## src/rtl/proj1_pkg.sv

```systemverilog
// Shared definitions for the display conversion path: digit geometry and
// the state encodings used by the time-shared BCD converter.
package proj1_pkg;

    localparam int DIGIT_W   = 4;
    localparam int C_DIGITS  = 4;
    localparam int AB_DIGITS = 2;

    // Width of the shared BCD shift register and of one operand slot.
    localparam int BCD_W    = C_DIGITS * DIGIT_W;
    localparam int AB_BCD_W = AB_DIGITS * DIGIT_W;

    typedef enum logic [1:0] {
        ST_IDLE,
        ST_LOAD,
        ST_SHIFT,
        ST_STORE
    } state_e;

    // Operand currently owning the conversion engine.
    typedef enum logic [1:0] {
        SEL_A,
        SEL_B,
        SEL_C
    } sel_e;

endpackage

```

## src/rtl/bcd_dd_step.sv

```systemverilog
// One double-dabble iteration: every BCD nibble of 5 or more gets 3 added,
// then the whole register shifts left taking in the next magnitude bit.
module bcd_dd_step
    import proj1_pkg::*;
(
    input  logic [BCD_W-1:0] bcd_i,
    input  logic             bit_i,
    output logic [BCD_W-1:0] bcd_o
);

    logic [BCD_W-1:0] adjusted;

    // Correct each digit so the following shift carries properly into the next decade.
    always_comb begin
        adjusted = bcd_i;
        for (int i = 0; i < C_DIGITS; i++) begin
            if (bcd_i[i*DIGIT_W +: DIGIT_W] >= DIGIT_W'(5)) begin
                adjusted[i*DIGIT_W +: DIGIT_W] = bcd_i[i*DIGIT_W +: DIGIT_W] + DIGIT_W'(3);
            end
        end
        bcd_o = {adjusted[BCD_W-2:0], bit_i};
    end

endmodule

```

## src/rtl/bcd_conv_sched.sv

```systemverilog
// Time-shared binary-to-BCD converter for the display: snapshots operand a,
// operand b and ALU result c, converts them one after another through a single
// double-dabble engine, and publishes all digits and signs on one edge.
module bcd_conv_sched
    import proj1_pkg::*;
#(
    parameter int WIDTH  = 6,
    parameter int CWIDTH = 12,
    parameter bit AUTO   = 1'b0
) (
    input  logic                clk,
    input  logic                rst,
    input  logic                refresh_i,
    input  logic [WIDTH-1:0]    a_i,
    input  logic [WIDTH-1:0]    b_i,
    input  logic [CWIDTH-1:0]   c_i,
    input  logic                c_err_i,
    output logic                busy_o,
    output logic                done_o,
    output logic [AB_BCD_W-1:0] a_bcd_o,
    output logic                a_neg_o,
    output logic [AB_BCD_W-1:0] b_bcd_o,
    output logic                b_neg_o,
    output logic [BCD_W-1:0]    c_bcd_o,
    output logic                c_neg_o,
    output logic                err_o
);

    localparam int CNT_W = $clog2(CWIDTH + 1);

    state_e              state_q, state_d;
    sel_e                sel_q, sel_d;
    logic [CNT_W-1:0]    cnt_q, cnt_d;
    logic [CWIDTH-1:0]   shiftReg_q, shiftReg_d;
    logic [BCD_W-1:0]    bcdReg_q, bcdReg_d;
    logic [WIDTH-1:0]    bMag_q, bMag_d;
    logic [CWIDTH-1:0]   cMag_q, cMag_d;
    logic                aSign_q, aSign_d;
    logic                bSign_q, bSign_d;
    logic                cSign_q, cSign_d;
    logic                errSnap_q, errSnap_d;
    logic [AB_BCD_W-1:0] stageA_q, stageA_d;
    logic [AB_BCD_W-1:0] stageB_q, stageB_d;
    logic [AB_BCD_W-1:0] aBcdPub_q, aBcdPub_d;
    logic [AB_BCD_W-1:0] bBcdPub_q, bBcdPub_d;
    logic [BCD_W-1:0]    cBcdPub_q, cBcdPub_d;
    logic                aNegPub_q, aNegPub_d;
    logic                bNegPub_q, bNegPub_d;
    logic                cNegPub_q, cNegPub_d;
    logic                errPub_q, errPub_d;
    logic                done_q, done_d;

    logic [BCD_W-1:0]    ddNext;
    logic [WIDTH-1:0]    absA, absB;
    logic [CWIDTH-1:0]   absC;

    // Two's-complement magnitudes; the most-negative value maps to its unsigned bit pattern.
    assign absA = a_i[WIDTH-1]  ? -a_i : a_i;
    assign absB = b_i[WIDTH-1]  ? -b_i : b_i;
    assign absC = c_i[CWIDTH-1] ? -c_i : c_i;

    bcd_dd_step u_step (
        .bcd_i (bcdReg_q),
        .bit_i (shiftReg_q[CWIDTH-1]),
        .bcd_o (ddNext)
    );

    // Sequencer and datapath next-state: snapshot, convert a, b, c in turn, then publish together.
    always_comb begin
        state_d    = state_q;
        sel_d      = sel_q;
        cnt_d      = cnt_q;
        shiftReg_d = shiftReg_q;
        bcdReg_d   = bcdReg_q;
        bMag_d     = bMag_q;
        cMag_d     = cMag_q;
        aSign_d    = aSign_q;
        bSign_d    = bSign_q;
        cSign_d    = cSign_q;
        errSnap_d  = errSnap_q;
        stageA_d   = stageA_q;
        stageB_d   = stageB_q;
        aBcdPub_d  = aBcdPub_q;
        bBcdPub_d  = bBcdPub_q;
        cBcdPub_d  = cBcdPub_q;
        aNegPub_d  = aNegPub_q;
        bNegPub_d  = bNegPub_q;
        cNegPub_d  = cNegPub_q;
        errPub_d   = errPub_q;
        done_d     = 1'b0;

        case (state_q)
            ST_IDLE: begin
                if (refresh_i || AUTO) begin
                    state_d = ST_LOAD;
                end
            end
            ST_LOAD: begin
                aSign_d    = a_i[WIDTH-1];
                bSign_d    = b_i[WIDTH-1];
                cSign_d    = c_i[CWIDTH-1];
                errSnap_d  = c_err_i;
                bMag_d     = absB;
                cMag_d     = absC;
                shiftReg_d = CWIDTH'(absA) << (CWIDTH - WIDTH);
                sel_d      = SEL_A;
                bcdReg_d   = '0;
                cnt_d      = CNT_W'(WIDTH);
                state_d    = ST_SHIFT;
            end
            ST_SHIFT: begin
                bcdReg_d   = ddNext;
                shiftReg_d = {shiftReg_q[CWIDTH-2:0], 1'b0};
                cnt_d      = cnt_q - CNT_W'(1);
                if (cnt_q == CNT_W'(1)) begin
                    state_d = ST_STORE;
                end
            end
            ST_STORE: begin
                bcdReg_d = '0;
                case (sel_q)
                    SEL_A: begin
                        stageA_d   = bcdReg_q[AB_BCD_W-1:0];
                        sel_d      = SEL_B;
                        shiftReg_d = CWIDTH'(bMag_q) << (CWIDTH - WIDTH);
                        cnt_d      = CNT_W'(WIDTH);
                        state_d    = ST_SHIFT;
                    end
                    SEL_B: begin
                        stageB_d   = bcdReg_q[AB_BCD_W-1:0];
                        sel_d      = SEL_C;
                        shiftReg_d = cMag_q;
                        cnt_d      = CNT_W'(CWIDTH);
                        state_d    = ST_SHIFT;
                    end
                    default: begin
                        aBcdPub_d = stageA_q;
                        bBcdPub_d = stageB_q;
                        cBcdPub_d = bcdReg_q;
                        aNegPub_d = aSign_q;
                        bNegPub_d = bSign_q;
                        cNegPub_d = cSign_q;
                        errPub_d  = errSnap_q;
                        done_d    = 1'b1;
                        state_d   = AUTO ? ST_LOAD : ST_IDLE;
                    end
                endcase
            end
            default: begin
                state_d = ST_IDLE;
            end
        endcase
    end

    // All state registers; reset clears everything, including a pass already in flight.
    always_ff @(posedge clk or posedge rst) begin
        if (rst) begin
            state_q    <= ST_IDLE;
            sel_q      <= SEL_A;
            cnt_q      <= '0;
            shiftReg_q <= '0;
            bcdReg_q   <= '0;
            bMag_q     <= '0;
            cMag_q     <= '0;
            aSign_q    <= 1'b0;
            bSign_q    <= 1'b0;
            cSign_q    <= 1'b0;
            errSnap_q  <= 1'b0;
            stageA_q   <= '0;
            stageB_q   <= '0;
            aBcdPub_q  <= '0;
            bBcdPub_q  <= '0;
            cBcdPub_q  <= '0;
            aNegPub_q  <= 1'b0;
            bNegPub_q  <= 1'b0;
            cNegPub_q  <= 1'b0;
            errPub_q   <= 1'b0;
            done_q     <= 1'b0;
        end else begin
            state_q    <= state_d;
            sel_q      <= sel_d;
            cnt_q      <= cnt_d;
            shiftReg_q <= shiftReg_d;
            bcdReg_q   <= bcdReg_d;
            bMag_q     <= bMag_d;
            cMag_q     <= cMag_d;
            aSign_q    <= aSign_d;
            bSign_q    <= bSign_d;
            cSign_q    <= cSign_d;
            errSnap_q  <= errSnap_d;
            stageA_q   <= stageA_d;
            stageB_q   <= stageB_d;
            aBcdPub_q  <= aBcdPub_d;
            bBcdPub_q  <= bBcdPub_d;
            cBcdPub_q  <= cBcdPub_d;
            aNegPub_q  <= aNegPub_d;
            bNegPub_q  <= bNegPub_d;
            cNegPub_q  <= cNegPub_d;
            errPub_q   <= errPub_d;
            done_q     <= done_d;
        end
    end

    assign busy_o  = (state_q != ST_IDLE);
    assign done_o  = done_q;
    assign a_bcd_o = aBcdPub_q;
    assign a_neg_o = aNegPub_q;
    assign b_bcd_o = bBcdPub_q;
    assign b_neg_o = bNegPub_q;
    assign c_bcd_o = cBcdPub_q;
    assign c_neg_o = cNegPub_q;
    assign err_o   = errPub_q;

endmodule

```

## config.mk

```make
export PLATFORM = sky130hd
export DESIGN_NAME = bcd_conv_sched
export DESIGN_NICKNAME = d
export VERILOG_FILES = /design/src/rtl/proj1_pkg.sv /design/src/rtl/bcd_dd_step.sv /design/src/rtl/bcd_conv_sched.sv
export SDC_FILE = /design/constraint.sdc
export NUM_CORES = 1
export LEC_CHECK = 0
export CAP_MARGIN = 20
export CORE_ASPECT_RATIO = 1.5
export CORE_MARGIN = 1
export CORE_UTILIZATION = 50
export CTS_CLUSTER_SIZE = 16
export DETAILED_ROUTE_END_ITERATION = 7
export PLACE_DENSITY = 0.78
export SKIP_LAST_GASP = 1
export SLEW_MARGIN = 20
export SYNTH_ARGS = -nofsm -noshare
export SYNTH_HDL_FRONTEND = slang
export SYNTH_HIERARCHICAL = 1
export SYNTH_SLANG_ARGS = --single-unit
export TNS_END_PERCENT = 100
```

## constraint.sdc

```tcl
create_clock -name clk -period 3.2 [get_ports clk]
set_input_delay 0.48 -clock clk [delete_from_list [all_inputs] [get_ports clk]]
set_output_delay 0.48 -clock clk [all_outputs]
set_load 0.02 [all_outputs]
```

* Yosys cells after proc, flatten, opt, wreduce, memory -nomap -nowiden *
Cells that the tools add are included.

word-level totals
  register bits = 111
  bits in latches = 0
  bits in writable memories = 0
  bits in read-only memories = 0
  bits of input ports = 28
  output and inout port bits = 38
  memories = 0

cells by class
  add/subtract/negate cells = 8
  multipliers = 0
  divide/modulo/power cells = 0
  magnitude comparators = 4
  equality and inequality tests = 8
  shift operators = 0
  muxes and demuxes = 20
  bitwise logic cells = 1
  reduce and logical (&&, ||, !) cells = 14

operators by type and width
  cell                                                                count
  case mux 12 bit (3 select lines)                                    1
  case mux 16 bit (2 select lines)                                    1
  case mux 12 bit (2 select lines)                                    1
  greater-or-equal comparator 4 x 3 -> 1 bit (second input constant)  4
  adder 4 x 2 -> 4 bit (second input constant)                        3
  two-way mux 12 bit                                                  1
  two-way mux 4 bit                                                   3
  two-way mux 6 bit                                                   2
  negator 12 bit                                                      1
  negator 6 bit                                                       2
  case mux 4 bit (3 select lines)                                     1
  AND reduction 2 bit                                                 6
  case mux 2 bit (2 select lines)                                     2
  case mux 2 bit (4 select lines)                                     1
  case mux 4 bit (2 select lines)                                     1
  two-way mux 2 bit                                                   3
  nonzero test 2 bit                                                  3
  equality test 2 x 1 -> 1 bit (second input constant)                2
  equality test 2 bit (second input constant)                         2
  equality test 4 x 1 -> 1 bit (second input constant)                1
  zero test 2 bit                                                     2
  != test 2 bit (second input constant)                               2
  OR reduction 2 bit                                                  2
  subtractor 4 x 1 -> 4 bit (second input constant)                   1
  6 further kinds                                                     7

* Depth between registers and ports, before layout *
Gate-level depths: netlist (run 1).

  depth after elaboration = 4
  gate-level depth with buffers = 7

* Cells and area by module *
Netlist (run 1), hierarchy kept.

modules (own cells, without submodules)
  module          times used  cells each  area each (sq um)  seq. area each (sq um)
  bcd_conv_sched  1           389         4823.4             2777.7
  bcd_dd_step     1           61          392.9              0.0

* Worst setup path after synthesis (run 1) *
No wires, ideal clock.

  path kind = reg2out
  start = register state_q[0]
  end = output port busy_o
  data arrival time = 1.380 ns
  required time = 2.720 ns
  slack = 1.340 ns
  stages on the path, launching flop included = 6
  path buffers = 2
  path through = dfrtp_1 -> inv_1 -> ha_1 -> clkbuf_1 -> clkbuf_1 -> inv_1

on the way
  longest elaborated chain between the ends = 1

ends and longest elaborated chain
  item                    RTL line               RTL
  start, declared         bcd_conv_sched.sv:31   state_e state_q, state_d;
  start signal, assigned  bcd_conv_sched.sv:180  state_q <= state_d;
  nonzero test 2 bit      bcd_conv_sched.sv:204  assign busy_o = (state_q != ST_IDLE);
  end, declared           bcd_conv_sched.sv:18   output logic busy_o,

Every way passes these cells.

* Final worst setup path (run 1) *
Same ends and word-level chain as after synthesis.

==> run summary, run 1 <==
status: finished, final reports clean
Highest Clock Rate: 371 MHz
final period utilization: 0.843
first-pass GRT wire length: 17.1 mm
Slew @ Worst Pin: 1020 ps
setup_tns: 0 ps
hold buffers post-CTS: 0
Critical Path Sink Type: primary output
Port Buffer Count: 65
CP Max Fanout: 20
clk_skew: 9.03 ps
Max-cap violations: 0
relative slew slack: 0.317
logic gate share of total power: 0.422
total global-route track usage: 0.200
I/O pin cnt: 66
GP Congestion: 0.795
Net Switching: 2.23 mW
drt total wl: 9.94 mm
register bit total from synthesis: 111
Seq/Total Area, Yosys: 0.533
reg2reg start: state_q[0]
hold path start: stageB_q[2]
CTS root buf: clkbuf_16
critical path type: reg2out
largest net degree at the start of global routing: 112
Syn. warnings: 6
DRC viols: 0
clk slew on worst S/H paths: 70 ps
DR iter-0 viols: 250
Die X: 85.4 microns
Critical Path Source: state_q[0]
Area Growth Syn to Fin: 20.3%
CTS Sinks: 111
hold slack: 499 ps
Final Max Tran Viols: 0
row count: 45
post-CTS sizing: 0
Startpoint Class: flip-flop
post-layout min period: 2700 ps
commonest non-fill, non-tap cell in the layout: dfrtp_1
CTS tree: built
Synth Cell Area: 5220 sq um
initial antenna violation count: 0
number of global-route vias before repair: 3,709
# nets final: 557
syn nets: 496
core area: 10,100 sq um
layout cells sized above 1: 0.174
Mean Syn Cell Area: 11.6 sq um
total CTS buffers: 9
Flop pwr share: 0.396
PwrDens: 941 nW/um^2
RSZ-0062 raised after global routing: false
HPWL Detailed: 6.97 mm
post-layout util: 0.619
die height: 127 microns
postcts setup bufs: 0
Fin. Hold Viols: 0
Leakage Power: 2.91 nW
commonest cells after routing, fill and taps aside: dfrtp_1 (111), clkdlybuf4s50_1 (65), mux2_2 (59)
Vias: 3,621
Critical Path AT: 2220 ps
starting density of the core: 0.515
Hold Path Class: reg2reg
total congestion overflow: 0
routed vias/inst: 5.72
switching fraction of total power: 0.377
Skew-Pair Late Insertion Delay: 350 ps
maximum vdd ir drop: 0.483 mV
Int Pwr: 3.68 mW
Wirelength per Cell: 15.7 microns
post-synthesis cell type count: 48
die area: 10,900 sq um
Final ANT Viol Nets: 0
CP required: 2720 ps
CTS max path bufs: 2
Clock Power Share: 0.183
cell count after synthesis: 450
number of diodes: 0
endpoints failing setup: 0
# fillers: 810
H-tree depth reported by CTS: 3
DR pass1 iterations: 4
==> path summary, 6_finish.rpt <==
check	end	slack (ps)	depth (start not counted)
min reg2reg	b_bcd_o[2]	500	1
min	b_bcd_o[2]	500	1
max reg2reg	shiftReg_q[10]	860	5
min in group asynchronous	c_bcd_o[15]	610	3
max in group asynchronous	shiftReg_q[0]	2090	3
max	busy_o	500	4
==> per-layer routing <==
layer | vias to the layer above | part of all wire | track usage
met1 | 1810 | 0.40 | 0.227
met3 | 19 | 0.027 | 0.0245
met2 | 85 | 0.55 | 0.371
li1 | 1707 | - | -
met4 | 0 | 0.023 | 0.0931
met5 | - | 0 | 0
==> power groups by stage <==
stage	Clock [mW]	Combinational (mW)	Sequential, mW
after CTS	1.10	2.51	2.34
after global placement	0	2.38	2.34
after floorplan	0	1.60	2.44
final	1.08	2.49	2.34
after global routing	1.15	2.74	2.42
after detailed placement	0	2.50	2.37
==> cell families after synthesis <==
kind of cell    Yosys count  share of synthesized area
fa+ha+maj                18                     0.0432
flops                   111                      0.533
compound gates           90                      0.122
mux                      68                      0.146
buf+inv                  48                     0.0386
xor+xnor                 17                     0.0285
simple gates             98                     0.0900
==> critical path, stage by stage, from the launching register on <==
cell             delay [ps]
dfrtp_1                 440
inv_1                   130
ha_1                    630
inv_1                   110
clkdlybuf4s50_1         560
==> final cells by class <==
| class | count | area [sq um] | share of cell area |
|---|---|---|---|
| clock buffers | 10 | 239 | 0.0381 |
| clock inverters | 6 | 50.0 | 0.00797 |
| inverters | 28 | 109 | 0.0173 |
| multi-input cells | 291 | 2240 | 0.357 |
| flip-flops and latches | 111 | 2780 | 0.442 |
| well taps | 117 | 146 | 0.0233 |
| repair buffers | 70 | 713 | 0.114 |
==> state kept, by name, summed over array words and instances (netlist names) <==
name and cells:
bSign_q 1, sel_q 2, cMag_q 12, cSign_q 1, err_o 1, c_bcd_o 16, aSign_q 1, a_bcd_o 8
c_neg_o 1, shiftReg_q 12, errSnap_q 1, done_o 1, bcdReg_q 16, a_neg_o 1, stageB_q 8, b_neg_o 1
cnt_q 4, stageA_q 8, bMag_q 6, state_q 2, b_bcd_o 8
==> cells in the mapped netlist (all sizes together) <==
cell | n | area (sq um)
dfrtp | 111 | 2780
mux2 | 60 | 679
nor2 | 36 | 135
a21oi | 29 | 160
inv | 28 | 105
nand2 | 26 | 97.6
ha | 18 | 225
a22o | 17 | 149
o21ai | 15 | 75.1
clkbuf | 11 | 51.3
nand2b | 10 | 62.6
buf | 9 | 45.1
xnor2 | 9 | 78.8
mux2i | 8 | 80.1
xor2 | 8 | 70.1
a221oi | 7 | 61.3
nor2b | 6 | 37.5
or3 | 6 | 37.5
nor3 | 4 | 20.0
o31ai | 4 | 30.0
a221o | 3 | 30.0
a31oi | 3 | 18.8
a21o | 2 | 15.0
a222oi | 2 | 20.0
o41ai | 2 | 25.0
or4 | 2 | 16.3
a21boi | 1 | 7.51
a22oi | 1 | 7.51
and3 | 1 | 6.26
and3b | 1 | 8.76
nand3 | 1 | 5.00
nand4 | 1 | 6.26
nand4b | 1 | 8.76
nor4b | 1 | 8.76
o211ai | 1 | 7.51
o22a | 1 | 8.76
o2bb2ai | 1 | 8.76
o32a | 1 | 10.0
or3b | 1 | 8.76
or4b | 1 | 10.0
==> per-stage QoR <==
step,power [mW],setup WS (ps),cells,area (sq um)
after floorplan,4.04,1340,450,5220
after global placement,4.71,929,617,5990
after detailed placement,4.86,881,617,5990
after global routing,6.31,402,633,6280
after CTS,5.95,494,633,6280
final,5.91,502,633,6280
Power figures use the tool's default switching activity.
==> run 2: changes to the inputs <==
clock period = 2.3 ns   (was 3.2 ns; I/O delays follow)
==> run 2 against run 1 <==
Worst hold slack lost 180 ps; largest cell class unchanged; critical path type is now reg2reg; first-iteration DRC count shrank 25%; final cell count grew 1.6%; global-route usage grew 0.50 points; power grew 41%; sequential power grew 39%; final area grew 1.1%; routed wire length grew 2.2%.
==> run summary, run 2 (synthesized netlist as in run 1, its figures left out) <==
Slew @ Worst Pin: 1010 ps (-9.50 ps)
I/O pin cnt: 66 (unchanged)
starting density of the core: 0.515 (unchanged)
Fin. Hold Viols: 0 (unchanged)
clk_skew: 8.41 ps (-0.620 ps)
RSZ-0062 raised after global routing: false
Startpoint Class: flip-flop
reg2reg start: state_q[0]
endpoints failing setup: 0 (unchanged)
final worst slack: 220 ps (-281 ps)
Final Max Tran Viols: 0 (unchanged)
layout cells sized above 1: 0.190 (+0.0157)
Leakage Power: 2.97 nW (+1.9%)
number of diodes: 0 (unchanged)
PwrDens: 1320 nW/um^2 (+40%)
DR pass1 iterations: 5 (+1)
largest net degree at the start of global routing: 39 (-65%)
status: finished, final reports clean
DRC viols: 0 (unchanged)
CTS Sinks: 111 (unchanged)
CP required: 2540 ps (-180 ps)
DR iter-0 viols: 187 (-25%)
CP Max Fanout: 9 (-55%)
number of global-route vias before repair: 3,749 (+1.1%)
HPWL Detailed: 7.32 mm (+5.0%)
critical path type: reg2reg
post-layout min period: 2080 ps
setup_tns: 0 ps (unchanged)
drt total wl: 10.2 mm (+2.2%)
CTS root buf: clkbuf_16
# nets final: 567 (+1.8%)
relative slew slack: 0.323 (+0.00517)
Critical Path Sink Type: flip-flop
maximum vdd ir drop: 0.585 mV (+21%)
flop-to-flop setup slack: 220 ps (-640 ps)
commonest cells after routing, fill and taps aside: dfrtp_1 (111), clkdlybuf4s50_1 (64), mux2_2 (59)
die height: 127 microns (unchanged)
routed vias/inst: 5.60 (-2.0%)
row count: 45 (unchanged)
final period utilization: 0.904
Wirelength per Cell: 15.8 microns (+0.58%)
Max-cap violations: 0 (unchanged)
Critical Path AT: 2320 ps (+100 ps)
CTS tree: built
GP Congestion: 0.805 (+1.3%)
CTS max path bufs: 2 (unchanged)
RR Endpoint: shiftReg_q[10]
Hold Path Class: in2async
# fillers: 786 (-3.0%)
first-pass GRT wire length: 17.5 mm (+2.0%)
commonest non-fill, non-tap cell in the layout: dfrtp_1
die area: 10,900 sq um (unchanged)
initial antenna violation count: 0 (unchanged)
Port Buffer Count: 65 (unchanged)
clk slew on worst S/H paths: 70 ps (about the same)
Area Growth Syn to Fin: 21.7%
Highest Clock Rate: 481 MHz
H-tree depth reported by CTS: 3 (unchanged)
total CTS buffers: 9 (unchanged)
total global-route track usage: 0.205 (+0.00500)
Skew-Pair Late Insertion Delay: 360 ps (about the same)
Final ANT Viol Nets: 0 (unchanged)
Vias: 3,604 (-0.47%)
Reg2Reg Depth: 6 (+1)
total congestion overflow: 0 (unchanged)
Place WS: 158 ps (-723 ps)
core area: 10,100 sq um (unchanged)
Die X: 85.4 microns (unchanged)
hold slack: 315 ps (-184 ps)
-- run 2: cell count changes in the layout (fill, tap and decap cells not counted), sizes merged --
cell,before,now
inv,30,32
clkinv,1,2
clkinvlp,3,1
clkbuf,10,9
clkdlybuf4s50,65,64
dlymetal6s2s,0,1
buf,5,15
-- run 2: cell type report --
class	instances	area (sq um)	share of cell area
flip-flops and latches	111	2780	0.438
multi-input cells	291	2240	0.353
repair buffers	80	778	0.123
clock buffers	9	225	0.0355
well taps	117	146	0.0231
inverters	28	109	0.0171
clock inverters	7	68.8	0.0108
-- run 2: metal layers --
metal  share of wire  routed length [microns]  vias up  track usage
li1                -                        -     1732            -
met1            0.41                     4120     1781        0.234
met2            0.54                     5500       76        0.373
met3           0.033                      338       15       0.0362
met4           0.020                      204        0       0.0912
met5               0                        0        -            0
-- run 2: repair_timing --
item | in CTS | in global routing
hold buffers | 0 | 0
setup endpoints to repair | 0 | 1
gates resized for setup | 0 | 1
buffers inserted | 0 | 0
-- run 2: worst max-delay path by stage --
stage                    start        endpoint  slack [ps]  cells after the start
global route        state_q[0]     bcdReg_q[6]          60                      4
floorplan           state_q[0]      b_bcd_o[0]         520                      6
detailed placement      c_i[9]      cMag_q[10]         160                      5
finish              state_q[0]  shiftReg_q[10]         220                      6
global placement        c_i[9]      cMag_q[10]         200                      5
CTS                 state_q[0]          busy_o          50                      4
-- run 2: where the power goes --
part | internal (mW) | switching [mW]
Sequential | 2.71 | 0.547
Combinational | 1.71 | 1.86
Clock | 0.770 | 0.756
-- run 2: critical path: stages (launching register included) --
cell,delay (ps)
dfrtp_1,430
ha_1,360
nor2b_1,280
nor2_1,130
buf_4,170
a221o_1,270
o32a_1,340
-- run 2: through the flow --
step	area (sq um)	util	power [mW]	std cells
2_1_floorplan	5220	-	5.62	450
3_3_place_gp	6050	0.597	6.68	627
3_5_place_dp	6050	0.597	6.89	627
4_1_cts	6340	0.626	8.43	643
5_1_grt	6350	0.626	8.95	643
6_report	6350	0.626	8.36	643
==> run 3: changes to the inputs <==
CAP_MARGIN = 25   (was 20)
SLEW_MARGIN = not set   (was 20)
==> results of run 3 <==
No change in the layout: final DEF, timing and power equal those of run 2.
